File: src/rtl/rf_wb_arbiter_pkg.sv
// Shared register-file constants and types for the writeback arbiter slice.
package rf_wb_arbiter_pkg;

    localparam int unsigned REG_AW  = 5;
    localparam int unsigned REG_CNT = 32;

    typedef logic [REG_AW-1:0] regAddr_t;

    localparam regAddr_t REG_X0 = '0;

    typedef enum logic {
        GRANT_A = 1'b0,
        GRANT_B = 1'b1
    } grant_e;

endpackage

File: src/rtl/rf_wb_arbiter_scoreboard.sv
// Pending-write scoreboard: busy vector, outstanding port-B count, sticky error, hazard.
module rf_wb_arbiter_scoreboard
    import rf_wb_arbiter_pkg::*;
#(
    parameter int unsigned MAX_OUT = 4
)
(
    input  logic     clk,
    input  logic     rst,
    input  logic     issValid,
    input  regAddr_t issRd,
    output logic     issReady,
    input  regAddr_t rs1,
    input  regAddr_t rs2,
    input  logic     bXfer,
    input  regAddr_t bRd,
    output logic     hazard,
    output logic     err
);

    localparam logic [3:0] MAX_OUT_C = 4'(MAX_OUT);

    logic [REG_CNT-1:0] busy;
    logic [REG_CNT-1:0] busyNext;
    logic [3:0]         outCnt;
    logic [3:0]         outCntNext;
    logic               issAccept;
    logic               orphanWrite;

    assign issReady    = (outCnt < MAX_OUT_C);
    assign issAccept   = issValid && issReady;
    assign orphanWrite = bXfer && (!busy[bRd] || (outCnt == '0));
    assign hazard      = busy[rs1] || busy[rs2] || (issValid && busy[issRd]);

    always_comb begin
        busyNext = busy;
        // Clear before set so a same-cycle issue to the retiring register stays pending.
        if (bXfer)
            busyNext[bRd] = 1'b0;
        if (issAccept && (issRd != REG_X0))
            busyNext[issRd] = 1'b1;
        busyNext[REG_X0] = 1'b0;

        outCntNext = outCnt;
        if (issAccept && !bXfer)
            outCntNext = outCnt + 4'd1;
        else if (!issAccept && bXfer && (outCnt != '0))
            outCntNext = outCnt - 4'd1;
    end

    always_ff @(posedge clk) begin
        if (!rst) begin
            busy   <= '0;
            outCnt <= '0;
            err    <= 1'b0;
        end else begin
            busy   <= busyNext;
            outCnt <= outCntNext;
            err    <= err || orphanWrite;
        end
    end

endmodule

File: src/rtl/rf_wb_arbiter.sv
// Register-file write-port arbiter between the ALU (port A) and long-latency (port B)
// writeback paths, with starvation guard for port B and a pending-write scoreboard.
module rf_wb_arbiter
    import rf_wb_arbiter_pkg::*;
#(
    parameter int unsigned WIDTH    = 32,
    parameter int unsigned MAX_WAIT = 4,
    parameter int unsigned MAX_OUT  = 4
)
(
    input  logic             clk,
    input  logic             rst,
    input  logic             iss_valid,
    input  logic [4:0]       iss_rd,
    output logic             iss_ready,
    input  logic [4:0]       rs1,
    input  logic [4:0]       rs2,
    output logic             hazard,
    input  logic             a_valid,
    output logic             a_ready,
    input  logic [4:0]       a_rd,
    input  logic [WIDTH-1:0] a_data,
    input  logic             b_valid,
    output logic             b_ready,
    input  logic [4:0]       b_rd,
    input  logic [WIDTH-1:0] b_data,
    output logic             WR,
    output logic [4:0]       AddrD,
    output logic [WIDTH-1:0] DataD,
    output logic             err
);

    localparam logic [3:0] MAX_WAIT_C = 4'(MAX_WAIT);

    logic [3:0] waitCnt;
    logic       forceB;
    logic       aXfer;
    logic       bXfer;
    grant_e     grant;

    assign forceB  = (waitCnt == MAX_WAIT_C);
    assign grant   = (b_valid && (!a_valid || forceB)) ? GRANT_B : GRANT_A;
    assign a_ready = rst && (!forceB || !b_valid);
    assign b_ready = rst && (grant == GRANT_B);
    assign aXfer   = a_valid && a_ready;
    assign bXfer   = b_valid && b_ready;

    always_comb begin
        WR    = aXfer && (a_rd != REG_X0);
        AddrD = a_rd;
        DataD = a_data;
        if (grant == GRANT_B) begin
            WR    = bXfer && (b_rd != REG_X0);
            AddrD = b_rd;
            DataD = b_data;
        end
    end

    always_ff @(posedge clk) begin
        if (!rst)
            waitCnt <= '0;
        else if (!b_valid || bXfer)
            waitCnt <= '0;
        else
            waitCnt <= waitCnt + 4'd1;
    end

    rf_wb_arbiter_scoreboard #(
        .MAX_OUT (MAX_OUT)
    ) u_scoreboard (
        .clk      (clk),
        .rst      (rst),
        .issValid (iss_valid),
        .issRd    (iss_rd),
        .issReady (iss_ready),
        .rs1      (rs1),
        .rs2      (rs2),
        .bXfer    (bXfer),
        .bRd      (b_rd),
        .hazard   (hazard),
        .err      (err)
    );

endmodule
File: config.mk
export PLATFORM = sky130hd
export DESIGN_NAME = rf_wb_arbiter
export DESIGN_NICKNAME = d
export VERILOG_FILES = /design/src/rtl/rf_wb_arbiter_pkg.sv /design/src/rtl/rf_wb_arbiter_scoreboard.sv /design/src/rtl/rf_wb_arbiter.sv
export SDC_FILE = /design/constraint.sdc
export NUM_CORES = 1
export LEC_CHECK = 0
export ABC_AREA = 1
export CAP_MARGIN = 20
export CORE_MARGIN = 5
export CORE_UTILIZATION = 35
export DETAILED_ROUTE_END_ITERATION = 16
export PLACE_DENSITY = 0.65
export SYNTH_ARGS = -nofsm -noshare
export SYNTH_HDL_FRONTEND = slang
export SYNTH_SLANG_ARGS = --single-unit
File: constraint.sdc
create_clock -name clk -period 2.17 [get_ports clk]
set_clock_uncertainty 0.15 [all_clocks]
set_input_delay 0.434 -clock clk [delete_from_list [all_inputs] [get_ports clk]]
set_output_delay 0.434 -clock clk [all_outputs]
set_load 0.005 [all_outputs]
==> flow_summary.ini <==
[status]
run_status = finished with violations
violations = negative setup slack

[layout]
multi_input_area_mm2 = 0.002869
n_antenna_cell = 0
nets = 1005
final_common_cell = nand2_1
regArea_um2 = 810.8
final_cell_mix = 271 x nand2_1, 109 x buf_4, 82 x clkdlybuf4s50_1
fillCellCount = 980
drive_gt1_share_pct = 30.43
area.growth.synth_to_final_pct = 79.03
finalInstanceArea_mm2 = 0.006771

[power_and_ir_drop]
p_int_uw = 1870
pwr-share-comb_pct = 49.2
seqPwrFrac_pct = 29.6
p_switching_uw = 985.8
leakage_uw = 0.003113
p_clk_share_pct = 21.3
ir_drop_v = 0.0006466
power.total_uw = 2855
power.share.switching_pct = 34.52
powerDensity_mw_per_mm2 = 421.7

[placed_design]
dpl.hpwl_um = 13490
portBuffers = 136
place_ws_ns = -0.7857
postPlaceCellArea_mm2 = 0.006171
gp_congestion = 0.9305

[detailed_routing]
wl_um = 17700
drtIter0Drc = 544
drt_pass1_iterations = 5
final_antenna_net_count = 0
post_drt_wl_per_cell_um = 16.90
via_count = 5301
route.detailed.drc = 0
vias_per_cell = 5.063

[timing]
setup-violations-final = 42
layout_min_cycle_time_ns = 2.459
finalWorstSetupSlack_ns = -0.2887
hold_ws_ns = 0.3091
rsz0062_at_grt = yes
fin_crit_sh_pct = 113.3
final_hold_viol_count = 0
max-slew-margin-rel_pct = 71.86
drv_slew = 0
worst_pin_slew_ns = 0.4182
clock.fmax_ghz = 0.4067

[floorplan]
core_area_mm2 = 0.01070
start_util_pct = 35.36
die_x_um = 114.0
boundaryPins = 137
rows = 38
dieArea_mm2 = 0.01299
fp.dieH_um = 114.0

[logic_synthesis]
synthesis.area_mm2 = 0.003782
synthCells = 655
synth_top_flop_cell = dfxtp_1
synth_xor_xnor_area_share_pct = 0.6947
synthDistinctLibCells = 30
synthTopCellsByArea = nand2_1 27%, dfxtp_1 21%, mux2_2 9.5%, nand3_1 8.7%, o21ai_0 6.6%
synth_top_cell_by_area = nand2_1
async_reset_ff_share_pct = 0
ys_ff_latch = 40
synthAdderAreaFrac_pct = 1.852
synth_edf_count = 0
synth_area_per_cell_um2 = 5.775
synth_compound_area_share_pct = 12.24
synth-simple-area-share_pct = 45.05
ys_seq_area_share_pct = 21.17
yosys_warnings = 0
synth_mux_area_share_pct = 9.527
synth_top_area_share_pct = 27.19
synth_fp_nets = 754
synth_top_family_by_area = simple AND/OR/NAND/NOR gates

[critical_path]
end_kind = output port
r2r_slack_ns = -0.16
critPathKind = reg -> out
cp_data_arrival_time_ns = 1.87
r2r_start = waitCnt[1]
cpMaxStageDelayCell = dfxtp_2
cpPeakStageDelay_ns = 0.36
worstSetupStartpointType = register
crit_top_cell = buf_6
rr_worst_depth = 15
path_cells = inv_2 -> ha_4 -> nand4_1 -> nand2_4 -> buf_12 -> buf_6 -> buf_6 -> mux2_4 -> buf_6
r2r-end = u_scoreboard.outCnt[3]
critPathRequiredTime_ns = 1.59
cp_max_fo = 5

[clock_network]
cts_root_buf = clkbuf_8
holdBufCountCts = 0
cts_max_level = 2
cts_buffers = 5
clk_pin_slew_ns = 0.08
clock_sinks = 40
clockBufferDepth = 2
clk_latency_ns = 0.29
cts_tree = built

[hold_path]
holdPathEnd = u_scoreboard.err
min_from = u_scoreboard.err
worstHoldPathCells = 2
min_path_type = reg -> reg

[job]
maxCapViolations = 0

[global_route]
antenna_found_initial = 0
grt.total_usage_pct = 26.12
grt_max_degree = 33
grt_overflow = 0
first_global_vias = 5182
grt_pass1_wl_um = 26840
power groups by stage:
stage | Sequential [uW] | Combinational [uW] | Clock, uW
2_1_floorplan | 838 | 555 | 0
3_3_place_gp | 847 | 1170 | 0
3_5_place_dp | 850 | 1200 | 0
4_1_cts | 844 | 1370 | 613
5_1_grt | 853 | 1520 | 640
6_report | 845 | 1400 | 607
cells by family (layout without fill, tap and decap cells):
| group | Yosys count | in the layout |
|---|---|---|
| xor+xnor | 3 | 3 |
| simple gates | 396 | 396 |
| mux | 32 | 32 |
| fa+ha+maj | 5 | 5 |
| buf+inv | 87 | 339 |
| flops | 40 | 40 |
| compound gates | 92 | 92 |
metal layers:
layer / part of all wire [%] / up-vias / wire length, um / GRT usage, %
met5: 0 / - / 0 / 0
met3: 6.6 / 39 / 1175 / 4.085
met1: 42 / 2453 / 7462 / 34.78
met4: 2.1 / 0 / 371 / 6.888
met2: 49 / 182 / 8689 / 43.99
li1: - / 2627 / - / -
cell type report:
type,instances,area share (%)
clock buffer,6,1.072
clock inverter,2,0.5174
inverter,61,3.455
multi-input combinational,528,42.37
sequential,40,11.97
tap,140,2.587
timing repair buffer,270,38.03
how the worst max path moves through the flow:
stage	startpoint	end	slack, ns	depth (start not counted)
6_report	waitCnt[1]	DataD[17]	-0.29	9
5_1_grt	waitCnt[1]	DataD[5]	-0.36	8
4_1_cts	waitCnt[0]	DataD[17]	-0.27	9
3_5_place_dp	iss_rd[4]	hazard	-0.79	11
3_3_place_gp	iss_rd[4]	hazard	-0.73	11
2_1_floorplan	waitCnt[0]	u_scoreboard.outCnt[3]	0.16	12
state kept, by name, summed over array words and instances, names as in the netlist:
name and flops:
waitCnt 4, u_scoreboard.err 1, u_scoreboard.busy 31, u_scoreboard.outCnt 4
synth_stat cells, drive strengths merged, types with 2 or more instances:
| master | number |
|---|---|
| nor2 | 25 |
| ha | 4 |
| nand4 | 2 |
| o21ai | 53 |
| xor2 | 2 |
| inv | 59 |
| nand2 | 279 |
| buf | 17 |
| clkinv | 2 |
| nor4 | 7 |
| dfxtp | 40 |
| a21oi | 38 |
| clkbuf | 9 |
| nor3 | 17 |
| nand3 | 66 |
| mux2 | 32 |
worst max-delay path: cells and delay by family (launching register included):
family / cells / cell delay (ns)
and+or+nand+nor: 2 / 0.26
adders and majority gates: 1 / 0.14
buffers and inverters: 5 / 0.53
muxes: 1 / 0.29
DFF: 1 / 0.36
metrics by stage:
step	cells	utilization, %	setup TNS [ns]
after global placement	1022	57.68	-31.89
after global routing	1047	63.30	-12.16
final	1047	63.30	-8.465
after floorplan	655	-	0
after detailed placement	1022	57.68	-35.58
after CTS	1045	62.99	-8.209
timing repair:
action | 4_1_cts | 5_1_grt
resized for setup | 285 | 46
setup buffers | 12 | 2
pin swaps | 12 | 16
endpoints found under the setup margin | 47 | 47
cloned | 3 | 1
(Power assumes the default switching activity.)
